**src/rtl/shift_sequencer_pkg.sv**
```systemverilog
// Shared types and helpers for the register-specified shift sequencer.
// Op encodings are common with the Val2 generator.
package shift_sequencer_pkg;

    localparam int SHIFT_CLAMP = 32;
    localparam int SH_DATA_W   = 32;

    typedef enum logic [1:0] {
        SH_LSL = 2'b00,
        SH_LSR = 2'b01,
        SH_ASR = 2'b10,
        SH_ROR = 2'b11
    } sh_op_e;

    typedef enum logic [1:0] {
        ST_IDLE  = 2'b00,
        ST_SHIFT = 2'b01,
        ST_DONE  = 2'b10
    } state_e;

    typedef struct packed {
        sh_op_e                 op;
        logic [SH_DATA_W-1:0]   operand;
        logic [7:0]             amount;
        logic                   carry;
    } sh_req_t;

    // Positions actually walked through the step shifter; ROR is modulo 32.
    function automatic logic [5:0] eff_count(input sh_op_e op, input logic [7:0] amount);
        if (op == SH_ROR)
            return {1'b0, amount[4:0]};
        else if (amount > 8'(SHIFT_CLAMP))
            return 6'(SHIFT_CLAMP);
        else
            return amount[5:0];
    endfunction

    // LSL/LSR beyond 32 clear both result and carry; ASR saturates to sign.
    function automatic logic over_flag(input sh_op_e op, input logic [7:0] amount);
        return ((op == SH_LSL) || (op == SH_LSR)) && (amount > 8'(SHIFT_CLAMP));
    endfunction

endpackage

```
**src/rtl/shift_step.sv**
```systemverilog
// One combinational chunk of the sequenced shift: shifts by k (0..STEP)
// positions and reports the last bit shifted out.
module shift_step
    import shift_sequencer_pkg::*;
#(
    parameter int DATA_W = 32,
    parameter int KW     = 4
) (
    input  sh_op_e              i_op,
    input  logic [DATA_W-1:0]   i_data,
    input  logic [KW-1:0]       i_k,
    input  logic                i_carry,
    output logic [DATA_W-1:0]   o_data,
    output logic                o_carry
);

    logic [DATA_W:0]     w_lsl;
    logic [DATA_W:0]     w_lsr;
    logic [DATA_W:0]     w_asr;
    logic [2*DATA_W-1:0] w_ror;

    // One extra bit on the outgoing side captures the carry-out directly.
    assign w_lsl = {1'b0, i_data} << i_k;
    assign w_lsr = {i_data, 1'b0} >> i_k;
    assign w_asr = $signed({i_data, 1'b0}) >>> i_k;
    assign w_ror = {i_data, i_data} >> i_k;

    always_comb begin
        o_data  = i_data;
        o_carry = i_carry;
        if (i_k != '0) begin
            case (i_op)
                SH_LSL: begin
                    o_data  = w_lsl[DATA_W-1:0];
                    o_carry = w_lsl[DATA_W];
                end
                SH_LSR: begin
                    o_data  = w_lsr[DATA_W:1];
                    o_carry = w_lsr[0];
                end
                SH_ASR: begin
                    o_data  = w_asr[DATA_W:1];
                    o_carry = w_asr[0];
                end
                default: begin
                    o_data  = w_ror[DATA_W-1:0];
                    o_carry = w_ror[DATA_W-1];
                end
            endcase
        end
    end

endmodule

```
**src/rtl/shift_sequencer.sv**
```systemverilog
// Multi-cycle register-specified shift controller: walks the shift in
// chunks of at most STEP positions and returns result plus carry-out.
module shift_sequencer
    import shift_sequencer_pkg::*;
#(
    parameter int DATA_W = 32,
    parameter int STEP   = 8
) (
    input  logic              clk,
    input  logic              rst,
    input  logic              start_i,
    input  logic [1:0]        op_i,
    input  logic [DATA_W-1:0] operand_i,
    input  logic [7:0]        amount_i,
    input  logic              carry_i,
    input  logic              flush_i,
    output logic              ready_o,
    output logic              busy_o,
    output logic              done_o,
    output logic [DATA_W-1:0] result_o,
    output logic              carry_o
);

    localparam int KW = $clog2(STEP + 1);

    state_e             r_state;
    state_e             w_next;
    sh_op_e             r_op;
    logic [DATA_W-1:0]  r_work;
    logic               r_wcarry;
    logic               r_over;
    logic [5:0]         r_rem;
    logic [DATA_W-1:0]  r_result;
    logic               r_carry;

    sh_req_t            w_req;
    logic               w_accept;
    logic [5:0]         w_eff;
    logic               w_over;
    logic [KW-1:0]      w_k;
    logic               w_last;
    logic [DATA_W-1:0]  w_step_data;
    logic               w_step_carry;

    assign w_req = '{op: sh_op_e'(op_i), operand: operand_i, amount: amount_i, carry: carry_i};

    assign w_accept = (r_state == ST_IDLE) && start_i && !flush_i;
    assign w_eff    = eff_count(w_req.op, w_req.amount);
    assign w_over   = over_flag(w_req.op, w_req.amount);
    assign w_k      = (r_rem < 6'(STEP)) ? KW'(r_rem) : KW'(STEP);
    assign w_last   = (r_rem <= 6'(STEP));

    shift_step #(
        .DATA_W (DATA_W),
        .KW     (KW)
    ) u_step (
        .i_op    (r_op),
        .i_data  (r_work),
        .i_k     (w_k),
        .i_carry (r_wcarry),
        .o_data  (w_step_data),
        .o_carry (w_step_carry)
    );

    always_ff @(posedge clk or negedge rst) begin
        if (!rst)
            r_state <= ST_IDLE;
        else
            r_state <= w_next;
    end

    always_comb begin
        w_next = r_state;
        case (r_state)
            ST_IDLE:  if (w_accept) w_next = (w_eff == 6'd0) ? ST_DONE : ST_SHIFT;
            ST_SHIFT: if (w_last) w_next = ST_DONE;
            ST_DONE:  w_next = ST_IDLE;
            default:  w_next = ST_IDLE;
        endcase
        if (flush_i)
            w_next = ST_IDLE;
    end

    always_ff @(posedge clk or negedge rst) begin
        if (!rst) begin
            r_op     <= SH_LSL;
            r_work   <= '0;
            r_wcarry <= 1'b0;
            r_over   <= 1'b0;
            r_rem    <= '0;
            r_result <= '0;
            r_carry  <= 1'b0;
        end else if (w_accept) begin
            r_op     <= w_req.op;
            r_work   <= w_req.operand;
            r_wcarry <= w_req.carry;
            r_over   <= w_over;
            r_rem    <= w_eff;
            // Zero effective count finishes at accept: either a true zero
            // amount or a ROR by a non-zero multiple of 32.
            if (w_eff == 6'd0) begin
                r_result <= w_req.operand;
                r_carry  <= (w_req.amount == 8'd0) ? w_req.carry : w_req.operand[DATA_W-1];
            end
        end else if ((r_state == ST_SHIFT) && !flush_i) begin
            r_work   <= w_step_data;
            r_wcarry <= w_step_carry;
            r_rem    <= r_rem - 6'(w_k);
            if (w_last) begin
                r_result <= r_over ? '0 : w_step_data;
                r_carry  <= r_over ? 1'b0 : w_step_carry;
            end
        end
    end

    assign ready_o  = (r_state == ST_IDLE) && rst;
    assign busy_o   = (r_state != ST_IDLE);
    assign done_o   = (r_state == ST_DONE) && !flush_i;
    assign result_o = r_result;
    assign carry_o  = r_carry;

endmodule

```
**config.mk**
```make
export PLATFORM = sky130hd
export DESIGN_NAME = shift_sequencer
export DESIGN_NICKNAME = d
export VERILOG_FILES = /design/src/rtl/shift_sequencer_pkg.sv /design/src/rtl/shift_step.sv /design/src/rtl/shift_sequencer.sv
export SDC_FILE = /design/constraint.sdc
export NUM_CORES = 1
export LEC_CHECK = 0
export ABC_AREA = 0
export CORE_MARGIN = 2
export CORE_UTILIZATION = 50
export CTS_CLUSTER_DIAMETER = 50
export DETAILED_ROUTE_END_ITERATION = 8
export HOLD_SLACK_MARGIN = 0.1
export PLACE_DENSITY = 0.76
export SKIP_LAST_GASP = 1
export SLEW_MARGIN = 20
export SYNTH_ARGS = -nofsm -noshare
export SYNTH_HDL_FRONTEND = slang
export SYNTH_HIERARCHICAL = 1
export SYNTH_SLANG_ARGS = --single-unit
```
**constraint.sdc**
```tcl
create_clock -name clk -period 7.33 [get_ports clk]
set_clock_uncertainty 0.15 [all_clocks]
set_input_delay 1.466 -clock clk [delete_from_list [all_inputs] [get_ports clk]]
set_output_delay 1.466 -clock clk [all_outputs]
set_load 0.05 [all_outputs]
```
==> results of run 1 <==
state kept, by name (all words and copies together), names as in the netlist:
signal / flops
result_o: 32
carry_o: 1
r_op: 2
r_rem: 6
r_wcarry: 1
r_state: 2
r_over: 1
r_work: 32
per-layer routing:
| layer | vias to the layer above | part of all wire [%] | GRT usage (%) |
|---|---|---|---|
| li1 | 3382 | - | - |
| met1 | 3627 | 44 | 45.8 |
| met2 | 453 | 43 | 45.2 |
| met3 | 56 | 9.7 | 5.57 |
| met4 | 0 | 2.7 | 10.3 |
| met5 | - | 0 | 0 |
final cells by class:
type	instances	area share, %
clock buffer	10	2.70
clock inverter	5	0.962
inverter	11	0.467
multi-input combinational	733	61.1
sequential	77	21.8
tap	188	2.66
timing repair buffer	95	10.4
power by group:
part | total (W) | leakage, nW | switching (W) | internal, W
clock network | 0.000487 | 0.155 | 0.000181 | 0.000306
logic | 0.00336 | 2.66 | 0.00204 | 0.00132
registers | 0.000914 | 0.975 | 0.000302 | 0.000611
through the flow:
stage          total power, W  area, sq um  utilization (%)  setup WS (ps)  cells
6_report              0.00476         8840             58.2           2700   1119
2_1_floorplan         0.00321         7790                -           3100    900
5_1_grt               0.00501         8840             58.2           2580   1119
4_1_cts               0.00464         8840             58.2           2690   1119
3_5_place_dp          0.00413         8520             56.0           2690   1104
3_3_place_gp          0.00411         8520             56.0           2680   1104
cells by family (layout without fill, tap and decap cells):
group | after synthesis | in the layout | synth area share [%]
and+or+nand+nor | 251 | 251 | 15.5
AOI/OAI and AO/OA | 269 | 269 | 21.7
buffers and inverters | 90 | 121 | 6.09
DFF | 77 | 77 | 24.7
adders and majority gates | 1 | 1 | 0.161
other | 1 | 1 | 0.0482
muxes | 211 | 211 | 31.7
how the worst min path moves through the flow:
stage	startpoint	to	depth (start not counted)
final	result_o[28]$_DFFE_PN0P_	result_o[28]$_DFFE_PN0P_	1
after global placement	result_o[3]$_DFFE_PN0P_	result_o[3]$_DFFE_PN0P_	1
after detailed placement	result_o[28]$_DFFE_PN0P_	result_o[28]$_DFFE_PN0P_	1
after global routing	result_o[26]$_DFFE_PN0P_	result_o[26]$_DFFE_PN0P_	1
after CTS	result_o[28]$_DFFE_PN0P_	result_o[28]$_DFFE_PN0P_	1
after floorplan	r_op[0]$_DFFE_PN0P_	r_op[0]$_DFFE_PN0P_	2
layout by cell type, fill, tap and decap left out, types with 3 or more instances in the layout:
master	Yosys	layout
nor3_1	7	7
o221ai_1	8	8
o211ai_1	3	3
mux4_2	10	10
a21boi_0	3	3
nand3_1	11	11
a21o_1	6	6
a21oi_1	41	41
mux2i_1	100	100
nor2_1	54	54
mux2_2	72	72
clkdlybuf4s50_1	0	81
a211oi_1	15	15
and2_1	10	7
nor4_1	3	3
mux2_4	29	29
o21ai_0	100	100
clkbuf_16	0	9
a311oi_1	5	5
o31ai_1	3	3
a22oi_1	8	8
o21a_1	6	6
buf_4	11	14
o32ai_1	4	4
inv_1	10	9
dfrtp_1	77	77
nor2b_1	4	4
o22ai_1	24	24
or2_2	8	8
a31oi_1	9	9
nand2b_1	39	39
a211o_1	4	4
o21ai_1	7	7
nand2_1	99	99
worst max-delay path, cell delays in order:
cell	delay (ps)
clkdlybuf4s50_1	510
nor3b_1	210
clkdlybuf4s50_1	830
synth_stat cells (3+ instances only):
cell type / n
a22oi_1: 8
o21ai_1: 7
a311oi_1: 5
a31oi_1: 9
mux2_2: 72
mux4_2: 10
o32ai_1: 4
o21ai_0: 100
and2_1: 10
mux2_4: 29
nor3_1: 7
a21o_1: 6
o211ai_1: 3
a21oi_1: 41
buf_1: 3
buf_6: 9
nand2_1: 99
clkbuf_1: 34
buf_4: 11
o31ai_1: 3
inv_1: 10
a211o_1: 4
buf_2: 21
nor2_1: 54
a211oi_1: 15
dfrtp_1: 77
nor2b_1: 4
mux2i_1: 100
o21a_1: 6
or2_2: 8
nand3_1: 11
o22ai_1: 24
a21boi_0: 3
nand2b_1: 39
nor4_1: 3
o221ai_1: 8
==> run_results.csv, run 1 <==
group,metric,value,unit
status,outcome,"complete, no violations",
detailed_routing,initialDrtViolationCount,1200,
timing,setup_viol,0,
floorplan,die_w,129,um
critical_path,reg2reg_setup_slack,2830,ps
critical_path,worstPathArrival,3020,ps
detailed_routing,wl_per_cell,22.5,um
grt,grt_antenna_before_repair,0,
cells_and_area,drive_gt1_share,17.4,%
critical_path,crit_path_end,"done_o",
critical_path,crit_path_end_kind,"primary output",
synth,synth-async-reset-ratio,100,%
cells_and_area,multiInputGateArea,5400,sq um
critical_path,crit_fanout,5,
timing,relSlewSlack,33.0,%
grt,grt_pass1_vias,6933,
synth,synth_top_area_share,24.7,%
timing,max_freq,216,MHz
timing,worst_pin_slew,1000,ps
synth,postSynthCellCount,900,
detailed_routing,drc_errors,0,
floorplan,coreArea,15200,sq um
timing,layout_min_cycle_time,4630,ps
synth,syn-cell-area,7790,sq um
critical_path,worstPathRequired,5710,ps
clocking,clk_pin_slew,50,ps
clocking,cts_tree,"yes",
critical_path,worstReg2RegStart,"r_rem[3]$_DFFE_PN0P_",
grt,grt_max_degree,78,
critical_path,critical_path_class,"primary input to primary output",
timing,whs,356,ps
detailed_routing,postRouteAntennaNets,0,
clocking,clock_path_buffers,2,
hold_path,hold_path_class,"flip-flop to flip-flop",
critical_path,r2r-end,"result_o[11]$_DFFE_PN0P_",
synth,yosysTopAreaCell,"dfrtp_1",
detailed_routing,vias_per_cell,6.72,
power,power.leakage,3.79,nW
clocking,cts.repair.resized,0,
clocking,clk_latency,350,ps
synth,synth_nets,948,
clocking,post_cts_buffers,0,
floorplan,dieArea,16600,sq um
placed_design,hpwlAfterDp,17.7,mm
placed_design,gp_congestion,1.00,
critical_path,start_kind,"primary input",
critical_path,critPathLaunch,"flush_i",
placed_design,io_buffers,82,
synth,ys_seq_elements,77,
cells_and_area,diodes,0,
detailed_routing,vias,7518,
floorplan,rows,45,
floorplan,chipHeight,129,um
cells_and_area,fillCellCount,1379,
detailed_routing,wl,25.2,mm
timing,slew_viol_final,0,
synth,yosysWarnings,6,
clocking,root_buffer,"clkbuf_16",
clocking,cts_sinks,77,
timing,final_hold_viol_count,0,
grt,overflow,0,
grt,grt_pass1_wl,39.8,mm
synth,syn_area_per_cell,8.65,sq um
timing,rsz0062_at_grt,"no",
cells_and_area,area.growth.synth_to_final,13.6,%
grt,track_usage,30.8,%
synth,synth_edf_count,0,
clocking,h-tree-depth,3,
flow_run,maxCapViolations,0,
timing,finalCritPeriodShare,63.2,%
clocking,holdBufCountCts,0,
cells_and_area,finalNetCount,975,
clocking,cts_buffers,9,
power,p_per_area,538,nW/um^2
floorplan,initial_core_util,51.2,%
power,peakVddDrop,0.000281,V
synth,synth_cell_types,71,
timing,setup_tns,0,ps
synth,synth_area_leaders,"dfrtp_1, mux2i_1, mux2_2",
critical_path,rr_worst_depth,11,
cells_and_area,seqCellArea,1930,sq um
floorplan,io_pins,83,
synth,synthFlopType,"dfrtp_1",
synth,yosysSeqAreaShare,24.7,%
detailed_routing,dr.pass1.iters,7,
Note: power is estimated with default switching activity, not from simulation.
==> inputs of run 2 (changes only) <==
--- a/config.mk
+++ b/config.mk
@@ -11,7 +11,7 @@
 export CTS_CLUSTER_DIAMETER = 50
 export DETAILED_ROUTE_END_ITERATION = 8
 export HOLD_SLACK_MARGIN = 0.1
-export PLACE_DENSITY = 0.76
+export PLACE_DENSITY = 0.79
 export SKIP_LAST_GASP = 1
 export SLEW_MARGIN = 20
 export SYNTH_ARGS = -nofsm -noshare
==> constraint.sdc (replaced) <==
create_clock -name clk -period 3.71 [get_ports clk]
set_clock_uncertainty 0.15 [all_clocks]
set_input_delay 0.742 -clock clk [delete_from_list [all_inputs] [get_ports clk]]
set_output_delay 0.742 -clock clk [all_outputs]
set_load 0.05 [all_outputs]
==> run 2 against run 1 <==
  * Core utilization is 2.3 points higher
  * Non-clock buffer count rose by 43
  * Sequential power is 97% higher
  * Highest routed layer unchanged
==> run_results.csv, run 2 (synthesized netlist as in run 1, its figures left out) <==
group,metric,value,unit
cells_and_area,diodes,0,
detailed_routing,dr.pass1.iters,5,
detailed_routing,vias,7654,
clocking,clk_latency,350,ps
critical_path,start_kind,"flip-flop",
power,p_sw,0.00519,W
floorplan,rows,45,
power,power.leakage,4.00,nW
power,pwr-share-seq,18.4,%
timing,slew_viol_final,0,
critical_path,crit_path_end_kind,"flip-flop",
detailed_routing,wl,27.3,mm
power,internal_power,0.00459,W
timing,relSlewSlack,32.8,%
floorplan,initial_core_util,51.2,%
detailed_routing,drc_errors,0,
timing,final_hold_viol_count,0,
cells_and_area,finalNetCount,1018,
grt,grt_antenna_before_repair,0,
hold_path,hold_path_class,"primary input to asynchronous set/reset pin",
clocking,cts_tree,"yes",
status,outcome,"complete, no violations",
critical_path,worstPathArrival,3630,ps
clocking,post_cts_buffers,0,
power,p_per_area,1060,nW/um^2
power,pwr-share-comb,72.6,%
floorplan,io_pins,83,
detailed_routing,initialDrtViolationCount,982,
placed_design,dpl_cell_area,8890,sq um
power,swShare,53.1,%
clocking,holdBufCountCts,0,
critical_path,worstPathRequired,3790,ps
power,peakVddDrop,0.000614,V
cells_and_area,drive_gt1_share,21.3,%
clocking,root_buffer,"clkbuf_16",
cells_and_area,area.growth.synth_to_final,18.0,%
timing,worst_pin_slew,1010,ps
grt,overflow,0,
placed_design,gp_congestion,1.03,
placed_design,io_buffers,82,
clocking,cts_sinks,77,
clocking,cts_buffers,9,
grt,track_usage,33.1,%
critical_path,crit_fanout,30,
grt,grt_pass1_vias,7199,
timing,max_freq,281,MHz
flow_run,maxCapViolations,0,
timing,layout_min_cycle_time,3550,ps
placed_design,hpwlAfterDp,20.5,mm
detailed_routing,postRouteAntennaNets,0,
grt,grt_max_degree,87,
clocking,h-tree-depth,3,
timing,setup_tns,0,ps
timing,setup_viol,0,
cells_and_area,final_cell_area,9190,sq um
clocking,clock_path_buffers,2,
floorplan,chipHeight,129,um
cells_and_area,layout_common_cells,"o21ai_0, mux2i_1, nand2_1",
power,total_power,0.00978,W
detailed_routing,wl_per_cell,23.5,um
timing,whs,131,ps
clocking,clk_pin_slew,70,ps
timing,finalCritPeriodShare,95.8,%
grt,grt_pass1_wl,41.9,mm
floorplan,die_w,129,um
floorplan,dieArea,16600,sq um
floorplan,coreArea,15200,sq um
critical_path,critical_path_class,"flip-flop to flip-flop",
detailed_routing,vias_per_cell,6.58,
power,p_clk_share,9.0,%
[run 2: cell types whose count changed in the layout (fill, tap and decap cells not counted), sizes merged]
cell           delta
bufinv            -2
clkinv            -1
clkinvlp          +1
buf              +44
clkbuf            +1
clkdlybuf4s50     -1
inv               +2
[run 2: path summary, 6_finish.rpt]
path	start	to	slack [ps]	cells past startpoint
max	r_rem[3]$_DFFE_PN0P_	result_o[10]$_DFFE_PN0P_	160	13
min	rst	result_o[11]$_DFFE_PN0P_	130	1
max reg2reg	r_rem[3]$_DFFE_PN0P_	result_o[10]$_DFFE_PN0P_	160	13
min reg2reg	result_o[22]$_DFFE_PN0P_	result_o[22]$_DFFE_PN0P_	360	1
max in group asynchronous	rst	result_o[16]$_DFFE_PN0P_	2210	2
min in group clk	result_o[22]$_DFFE_PN0P_	result_o[22]$_DFFE_PN0P_	360	1
[run 2: routing by layer]
layer	wire length [um]	share of wire (%)	GRT usage (%)
met1	11700	43	48.8
met2	11400	42	46.9
met3	3120	11	7.28
met4	1000	3.7	13.2
met5	0	0	0
[run 2: metrics by stage]
stage	util, %	std cells	setup WS, ps
2_1_floorplan	-	900	696
3_3_place_gp	58.5	1147	159
3_5_place_dp	58.5	1147	124
4_1_cts	60.4	1163	103
5_1_grt	60.5	1163	-43.9
6_report	60.5	1163	157
[run 2: worst max-delay path, cell delays in order (launching register included)]
cell and delay (ps):
dfrtp_1 460, nor3_2 340, and2_4 320, buf_12 220, buf_4 180, mux2_2 350, nor2_1 150, nor3b_1 90
a211o_1 300, a21oi_1 280, a211oi_1 120, nand2b_1 110, o21ai_0 70, mux2_4 270
[run 2: area by class of cell]
cell class / instances / area (sq um)
multi-input cells: 733 / 5410
repair buffers: 138 / 1290
inverters: 11 / 41.3
well taps: 188 / 235
clock buffers: 11 / 253
clock inverters: 5 / 41.3
fillers: 1324 / 6010
flip-flops and latches: 77 / 1930
[run 2: repair_timing]
item                                   CTS  global route
setup endpoints to repair                0            22
endpoints found under the hold margin    0             0
gates resized for setup                  0             2
[run 2: power groups by stage]
stage,Combinational (W),Clock (W),Sequential (W)
floorplan,0.00427,0,0.00207
global placement,0.00688,0,0.00177
detailed placement,0.00686,0,0.00177
CTS,0.00691,0.000884,0.00176
global route,0.00751,0.000920,0.00185
finish,0.00711,0.000877,0.00180
